$ cat config.mk
export PLATFORM = sky130hd
export DESIGN_NAME = uart16550_ctrl
export DESIGN_NICKNAME = d
export VERILOG_FILES = /design/src/rtl/uart16550_pkg.sv /design/src/rtl/uart16550_ctrl.sv
export SDC_FILE = /design/constraint.sdc
export NUM_CORES = 1
export LEC_CHECK = 0
export ABC_AREA = 1
export CORE_ASPECT_RATIO = 1.25
export CORE_MARGIN = 1.5
export CORE_UTILIZATION = 42
export CTS_BUF_LIST = sky130_fd_sc_hd__clkbuf_8
export CTS_CLUSTER_SIZE = 14
export DETAILED_ROUTE_END_ITERATION = 12
export PLACE_DENSITY = 0.79
export SLEW_MARGIN = 20
export SYNTH_ARGS = -nofsm -noshare
export SYNTH_HDL_FRONTEND = slang
export SYNTH_SLANG_ARGS = --single-unit
$ cat constraint.sdc
create_clock -name HCLK -period 1.5 [get_ports HCLK]
set_input_delay 0.15 -clock HCLK [delete_from_list [all_inputs] [get_ports HCLK]]
set_output_delay 0.15 -clock HCLK [all_outputs]
set_load 0.005 [all_outputs]
$ cat src/rtl/uart16550_pkg.sv
// Shared constants for the UART16550 stream sequencer: register map,
// LSR/LCR bit positions, TX FIFO depth and the sequencer state encoding.
package uart16550_pkg;

    // Register addresses on the 3-bit uart_regs bus
    localparam logic [2:0] ADDR_RBR = 3'd0;
    localparam logic [2:0] ADDR_THR = 3'd0;
    localparam logic [2:0] ADDR_DLL = 3'd0;
    localparam logic [2:0] ADDR_IER = 3'd1;
    localparam logic [2:0] ADDR_DLM = 3'd1;
    localparam logic [2:0] ADDR_FCR = 3'd2;
    localparam logic [2:0] ADDR_LCR = 3'd3;
    localparam logic [2:0] ADDR_LSR = 3'd5;

    // LSR bit indices
    localparam int LSR_DR     = 0;
    localparam int LSR_ERR_LO = 1;
    localparam int LSR_ERR_HI = 4;
    localparam int LSR_THRE   = 5;

    // LCR divisor-latch access bit
    localparam int         LCR_DLAB      = 7;
    localparam logic [7:0] LCR_DLAB_MASK = 8'h80;

    // Number of free slots in an empty TX FIFO
    localparam logic [4:0] TX_FIFO_DEPTH = 5'd16;

    // Sequencer states: six init writes, then the poll/transfer loop
    typedef enum logic [3:0] {
        S_DLAB = 4'd0,
        S_DLL  = 4'd1,
        S_DLM  = 4'd2,
        S_LCR  = 4'd3,
        S_FCR  = 4'd4,
        S_IER  = 4'd5,
        S_POLL = 4'd6,
        S_TX   = 4'd7,
        S_RX   = 4'd8
    } state_t;

endpackage

$ cat src/rtl/uart16550_ctrl.sv
// Sequencer and byte-stream adapter for the uart_regs register core.
// Programs divisor, line, FIFO and interrupt registers after reset, then
// polls LSR every cycle and moves bytes between the streams and THR/RBR.
//
// Handshakes: a TX byte is transferred in the cycle where tx_valid and
// tx_ready are both high (tx_ready is a one-cycle pulse in S_TX); an RX
// byte is transferred in the cycle where rx_valid and rx_ready are both
// high. tx_data must be stable while tx_valid is high.
module uart16550_ctrl
    import uart16550_pkg::*;
#(
    parameter logic [15:0] DIVISOR = 16'd27,
    parameter logic [7:0]  LCR_VAL = 8'h03,
    parameter logic [7:0]  FCR_VAL = 8'hC7,
    parameter logic [7:0]  IER_VAL = 8'h00
) (
    input  logic       HCLK,
    input  logic       HRESETn,
    input  logic       tx_valid,
    input  logic [7:0] tx_data,
    output logic       tx_ready,
    output logic       rx_valid,
    output logic [7:0] rx_data,
    input  logic       rx_ready,
    output logic       init_done,
    output logic       line_err,
    output logic [2:0] uart_addr,
    output logic [7:0] uart_wdata,
    input  logic [7:0] uart_rdata,
    output logic       uart_we,
    output logic       uart_re,
    output state_t     dbg_state
);

    state_t     state;
    state_t     state_nxt;
    logic [4:0] credit;
    logic       thre_q;

    logic       bus_we;
    logic       bus_re;
    logic [2:0] bus_addr;
    logic [7:0] bus_wdata;
    logic       bus_tx_ready;

    assign dbg_state = state;

    // Bus strobes are held off while reset is asserted so nothing reaches
    // uart_regs and no pending TX byte is acknowledged during reset.
    assign uart_we    = HRESETn & bus_we;
    assign uart_re    = HRESETn & bus_re;
    assign uart_addr  = HRESETn ? bus_addr  : 3'd0;
    assign uart_wdata = HRESETn ? bus_wdata : 8'h00;
    assign tx_ready   = HRESETn & bus_tx_ready;

    // State register
    always_ff @(posedge HCLK) begin
        if (!HRESETn) state <= S_DLAB;
        else          state <= state_nxt;
    end

    // Next-state and bus decode; each state issues exactly one access
    always_comb begin
        state_nxt    = state;
        bus_we       = 1'b0;
        bus_re       = 1'b0;
        bus_addr     = 3'd0;
        bus_wdata    = 8'h00;
        bus_tx_ready = 1'b0;
        case (state)
            S_DLAB: begin
                bus_we    = 1'b1;
                bus_addr  = ADDR_LCR;
                bus_wdata = LCR_VAL | LCR_DLAB_MASK;
                state_nxt = S_DLL;
            end
            S_DLL: begin
                bus_we    = 1'b1;
                bus_addr  = ADDR_DLL;
                bus_wdata = DIVISOR[7:0];
                state_nxt = S_DLM;
            end
            S_DLM: begin
                bus_we    = 1'b1;
                bus_addr  = ADDR_DLM;
                bus_wdata = DIVISOR[15:8];
                state_nxt = S_LCR;
            end
            S_LCR: begin
                bus_we    = 1'b1;
                bus_addr  = ADDR_LCR;
                bus_wdata = LCR_VAL & ~LCR_DLAB_MASK;
                state_nxt = S_FCR;
            end
            S_FCR: begin
                bus_we    = 1'b1;
                bus_addr  = ADDR_FCR;
                bus_wdata = FCR_VAL;
                state_nxt = S_IER;
            end
            S_IER: begin
                bus_we    = 1'b1;
                bus_addr  = ADDR_IER;
                bus_wdata = IER_VAL;
                state_nxt = S_POLL;
            end
            S_POLL: begin
                // LSR is read and acted on in the same cycle; RX wins over TX.
                // rx_valid is the registered flag, so a same-cycle consume
                // does not free the holding register for this decision.
                bus_re   = 1'b1;
                bus_addr = ADDR_LSR;
                if (uart_rdata[LSR_DR] && !rx_valid)
                    state_nxt = S_RX;
                else if (tx_valid && (uart_rdata[LSR_THRE] || credit != 5'd0))
                    state_nxt = S_TX;
            end
            S_TX: begin
                bus_we       = 1'b1;
                bus_addr     = ADDR_THR;
                bus_wdata    = tx_data;
                bus_tx_ready = 1'b1;
                state_nxt    = S_POLL;
            end
            S_RX: begin
                bus_re    = 1'b1;
                bus_addr  = ADDR_RBR;
                state_nxt = S_POLL;
            end
            default: state_nxt = S_DLAB;
        endcase
    end

    // TX credit: an observed THRE means the FIFO is empty, so refill to depth
    always_ff @(posedge HCLK) begin
        if (!HRESETn) begin
            credit <= 5'd0;
            thre_q <= 1'b0;
        end else begin
            if (state == S_POLL && state_nxt == S_TX)
                thre_q <= uart_rdata[LSR_THRE];
            if (state == S_TX)
                credit <= (thre_q ? TX_FIFO_DEPTH : credit) - 5'd1;
        end
    end

    // RX holding register: loaded by the RBR read, emptied by the consumer
    always_ff @(posedge HCLK) begin
        if (!HRESETn) begin
            rx_valid <= 1'b0;
            rx_data  <= 8'h00;
        end else if (state == S_RX) begin
            rx_valid <= 1'b1;
            rx_data  <= uart_rdata;
        end else if (rx_valid && rx_ready) begin
            rx_valid <= 1'b0;
        end
    end

    // init_done latches once the last configuration write has been issued
    always_ff @(posedge HCLK) begin
        if (!HRESETn)           init_done <= 1'b0;
        else if (state == S_IER) init_done <= 1'b1;
    end

    // line_err pulses for one cycle after a poll that sees any error bit
    always_ff @(posedge HCLK) begin
        if (!HRESETn) line_err <= 1'b0;
        else          line_err <= (state == S_POLL) &&
                                  (uart_rdata[LSR_ERR_HI:LSR_ERR_LO] != 4'd0);
    end

endmodule
Yosys cells after proc, flatten, opt, wreduce, memory -nomap -nowiden:

Index checks and enable logic that the tools add are counted.

* bits in registers: 21
* input bits: 20
* output and inout bits: 29
* word-level logic and storage cells: 49

* $add $sub $neg: 1
* equal/unequal tests: 9
* mux-type cells: 13
* bitwise gates (word level): 3
* reduce and logical (&&, ||, !) cells: 16

Operators by type and width (count)
* 8-bit case mux with 5 select lines: 1
* 4-bit case mux with 7 select lines: 1
* 4-bit by 3-bit equality test with 1-bit output (second input constant): 5
* 3-bit case mux with 4 select lines: 1
* 4-bit by 2-bit equality test with 1-bit output (second input constant): 2
* 4-bit 2-to-1 mux: 2
* 8-bit 2-to-1 mux: 1
* 7-bit OR reduction: 1
* 2-bit OR reduction: 3
* 1-bit logical AND: 5
* 1-bit 2-to-1 mux: 5
* 5-bit 2-to-1 mux: 1
* 5-bit nonzero test: 1
* 5-bit by 1-bit subtractor with 5-bit output (second input constant): 1
* 4-bit by 1-bit equality test with 1-bit output (second input constant): 1
* 4-bit equality test (second input constant): 1
* 4-bit logical NOT: 1
* 4-bit nonzero test: 1
* 1-bit AND: 3
* 3-bit 2-to-1 mux: 1
* 3-bit OR reduction: 1
* 2-bit nonzero test: 1
* 1-bit logical NOT: 1
* 1-bit logical OR: 1

Longest topological paths before layout:

Gate-level depths: netlist (run 1).

* depth after elaboration: 8
* mapped depth: 9
* mapped depth without buffers: 9

Least setup slack after synthesis (run 1):

No wires, ideal clock.

* kind: reg-to-output
* start point: register state[1], in the netlist dbg_state[1]
* end point: output port uart_wdata[0]
* arrival: 1.058 ns
* required time: 1.350 ns
* setup slack: 0.292 ns
* stages on the path, launching flop included: 6
* path buffers: 1
* cell sequence: dfxtp_1 > nand2_2 > nor2_8 > buf_6 > nand2_1 > a21oi_1

* longest elaborated chain between the ends: 3
* elaborated cells on any way between the ends: 7
* classes of those cells: 4 x eq/ne; 2 x mux; 1 x reduce/logical

RTL lines
* start, declared: line uart16550_ctrl.sv:35 `state_t state;`
* start signal, assigned: line uart16550_ctrl.sv:59 `else state <= state_nxt;`
* 4-bit by 3-bit equality test with 1-bit output (tied with other cells): line uart16550_ctrl.sv:70 `case (state)`
* 8-bit case mux with 5 select lines *: line uart16550_ctrl.sv:70
* 8-bit 2-to-1 mux *: line uart16550_ctrl.sv:53 `assign uart_wdata = HRESETn ? bus_wdata : 8'h00;`
* end, declared: line uart16550_ctrl.sv:28 `output logic [7:0] uart_wdata,`

Mark *: on every way between the ends. The rest lies on a longest branch, timed or not.

Worst setup path after layout (run 1):

* start point: register state[1], in the netlist dbg_state[1]
* end point: output port uart_addr[1]

* longest elaborated chain between the ends: 4
* elaborated cells on any way between the ends: 10
* classes of those cells: 5 x eq/ne; 2 x mux; 3 x reduce/logical

RTL lines
* 4-bit by 3-bit equality test with 1-bit output (tied with other cells): line uart16550_ctrl.sv:70
* 2-bit OR reduction (no source line)
* 3-bit case mux with 4 select lines *: line uart16550_ctrl.sv:70
* 3-bit 2-to-1 mux *: line uart16550_ctrl.sv:52 `assign uart_addr = HRESETn ? bus_addr : 3'd0;`
* end, declared: line uart16550_ctrl.sv:27 `output logic [2:0] uart_addr,`

Marks and branches as above.

==> metrics.md, run 1 <==
| Metric | Value |
|---|---|
| CP max stage delay | `0.38 ns` |
| Synthesized area | `0.00109 sq mm` |
| Worst setup endpoint | `uart_addr[1]` |
| Drt first pass iters | `4` |
| WL final | `3.57 mm` |
| Met2 Track Usage GR | `0.454` |
| Worst reg2reg path depth | `9` |
| # IOs | `49` |
| Die Y | `59.9 um` |
| Area growth syn-to-layout | `77.8%` |
| RSZ-0062 raised after global routing | `true` |
| Sequential area share after synthesis | `0.387` |
| Yosys warnings | `0` |
| Crit. Startpoint | `dbg_state[1]$_SDFF_PN0_` |
| Vias in the first global route | `1249` |
| Synth Net Count | `186` |
| Tightest Pin Transition | `0.258 ns` |
| Largest net degree at the start of global routing | `19` |
| Area after DPL | `0.00174 sq mm` |
| Pwr dens | `892 mW/mm^2` |
| Top delay family on crit path | `buffers and inverters` |
| Worst min path class | `flip-flop to flip-flop` |
| CP Buf/Inv Count | `4` |
| Total grt overflow | `0` |
| Startpoint Class | `flip-flop` |
| First-pass GRT wire length | `5.34 mm` |
| Pre-CTS setup slack | `-0.241 ns` |
| Overall routing resource usage | `0.230` |
| Vias per cell | `5.01` |
| Final hold vios | `0` |
| Clock buffer depth | `2` |
| Most Crowded Layer GR | `met2` |
| #FFs+latches synth | `21` |
| Clock Skew | `0.00704 ns` |
| CTS tree | `done` |
| Worst R2R End | `credit[3]$_SDFFE_PN0N_` |
| CP Class | `flip-flop to output port` |
| ANT cells | `0` |
| Worst EP arrival | `1.40 ns` |
| Antenna Nets Post-Route | `0` |
| Core ar. | `0.00245 sq mm` |
| Most common cell after layout, fill and taps aside | `clkdlybuf4s50_1` |
| Endpoints failing setup | `3` |
| Share of post-route cells with drive strength above 1 | `0.336` |
| Fill count | `180` |
| Synth Instances | `165` |
| Clock root cell | `clkbuf_8` |
| Routing usage on met3 | `0.0575` |
| Reg clk slew, reported paths | `0.08 ns` |
| Cell Count Post-Placement | `262` |
| Die W | `48.5 um` |
| Via count | `1374` |
| Max IR drop VDD | `1030 uV` |
| Maximum fanout along the worst path | `5` |
| Nets | `263` |
| Final Non-Filler Cells | `274` |
| Num CTS Buffers | `3` |
| Worst skew pair latency | `0.26 ns` |
| Final critical-path required period | `1.55 ns` |
| Final setup margin | `-0.0502 ns` |
| Slowest cell on crit path | `dfxtp_4` |
| Status | `finished with violations` |
| Remaining DRCs | `0` |
| Failing checks | `negative setup slack` |
| Drt wl/cell | `13.0 um` |
| H-tree depth | `1` |
| Die footprint | `0.00290 sq mm` |
| Cell row count | `20` |
| Final Cell Area | `0.00193 sq mm` |
| Final max-slew violation count | `0` |
| Synth cell types | `23` |
| Final HPWL DP | `2.42 mm` |
| Routability Congestion | `0.905` |
| Met1 Usage GRT | `0.239` |
| Initial antenna violation count | `0` |
| Rel. slew slack | `0.826` |
| PortBufs | `48` |
| Stages on worst setup path | `7` |
| DRT iter0 DRCs | `30` |
| MaxCap Viol Count | `0` |
| Syn avg cell area | `6.58 sq um` |
| Commonest cells after routing, fill and taps aside | `33 x clkdlybuf4s50_1, 30 x nor2_1, 26 x nand2_1` |
| Worst reg-to-reg setup slack | `0.08 ns` |
| Pleak | `0.000899 uW` |
| Initial Utilization | `0.443` |
| Worst R2R Start | `dbg_state[3]$_SDFF_PN0_` |
| Sink Count | `21` |
| Fin crit share | `1.03` |
| Crit. End Element | `output port` |
| CP Cell Sequence | `buf_4, nor2_4, inv_1, nor2_2, inv_2, a21oi_2, buf_2` |
| Worst Path Required | `1.35 ns` |
| Max Fclk | `645 MHz` |
## Yosys cell counts
| cell | count | area [sq um] |
|---|---|---|
| nor2_1 | 35 | 131 |
| nand2_1 | 31 | 116 |
| dfxtp_1 | 21 | 420 |
| a21oi_1 | 20 | 100 |
| inv_1 | 16 | 60.1 |
| o21ai_0 | 12 | 60.1 |
| nand3_1 | 5 | 25.0 |
| nand2_2 | 4 | 25.0 |
| nor2_2 | 4 | 25.0 |
| inv_2 | 3 | 11.3 |
| nand4_1 | 2 | 12.5 |
| a31oi_1 | 1 | 6.26 |
| buf_6 | 1 | 11.3 |
| clkbuf_1 | 1 | 3.75 |
| clkbuf_2 | 1 | 5.00 |
| clkinv_1 | 1 | 3.75 |
| ha_1 | 1 | 12.5 |
| nand2_4 | 1 | 11.3 |
| nor2_8 | 1 | 20.0 |
| nor4_1 | 1 | 6.26 |
| o211ai_1 | 1 | 7.51 |
| o21ai_1 | 1 | 5.00 |
| o22ai_1 | 1 | 6.26 |
## per-layer routing
metal  vias to the layer above  wire [um]
li1                        682          -
met2                        56       1850
met4                         0         77
met3                         8        241
met5                         -          0
met1                       628       1400
## worst min-delay path, delay by kind of cell (launching register included)
kind / cells / cell delay (ns)
DFF: 1 / 0.32
buffers and inverters: 1 / 0.05
AOI/OAI and AO/OA: 1 / 0.05
## power by group
group          internal [uW]  switching, uW  total [uW]  leakage [uW]
Sequential               592           55.8         648      0.000172
Clock                    182            177         359     0.0000269
Combinational            371            345         715      0.000700
## cell type report
cell class,instances,area [sq um],share of cell area
clock buffer,3,41.3,0.0214
clock inverter,1,3.75,0.00194
inverter,20,82.6,0.0428
multi-input combinational,121,668,0.346
sequential,21,435,0.226
tap,33,41.3,0.0214
timing repair buffer,75,658,0.341
## worst min path at each step
| stage | to | start | cells past startpoint | slack (ns) |
|---|---|---|---|---|
| floorplan | line_err$_SDFF_PN0_ | uart_rdata[4] | 2 | 0.27 |
| global placement | init_done$_SDFFE_PN0N_ | init_done$_SDFFE_PN0N_ | 2 | 0.44 |
| detailed placement | init_done$_SDFFE_PN0N_ | init_done$_SDFFE_PN0N_ | 2 | 0.45 |
| CTS | init_done$_SDFFE_PN0N_ | init_done$_SDFFE_PN0N_ | 2 | 0.46 |
| global route | rx_data[0]$_SDFFE_PN0P_ | uart_rdata[0] | 3 | 0.49 |
| finish | init_done$_SDFFE_PN0N_ | init_done$_SDFFE_PN0N_ | 2 | 0.47 |
## registers in the layout, summed over array words and instances (netlist names)
| signal | cells |
|---|---|
| rx_data | 8 |
| credit | 5 |
| dbg_state | 4 |
| init_done | 1 |
| line_err | 1 |
| rx_valid | 1 |
| thre_q | 1 |
## logic make-up after synthesis
group | share of synthesized area
AOI/OAI and AO/OA | 0.171
adders and majority gates | 0.0115
buffers and inverters | 0.0875
DFF | 0.387
and+or+nand+nor | 0.343
## timing repair
item	4_1_cts	5_1_grt
gates resized for setup	50	46
setup buffers	4	4
setup endpoints to repair	15	16
hold buffers	0	0
pin swaps	2	4
cloned	0	0
## metrics by stage
step	hold slack [ns]	utilization	total power (uW)	setup TNS, ns
3_5_place_dp	0.446	0.711	1210	-2.95
6_report	0.468	0.787	1720	-0.0897
3_3_place_gp	0.440	0.711	1190	-2.61
5_1_grt	0.494	0.787	1810	-0.365
2_1_floorplan	0.270	-	851	0
4_1_cts	0.461	0.743	1590	-0.415
Power figures use the tool's default switching activity.
==> run 2: changes to the inputs <==
Settings changed: GPL_ROUTABILITY_DRIVEN from default to 0.
==> results of run 2 <==
The final DEF is identical to that of run 1; final timing and power are the same.
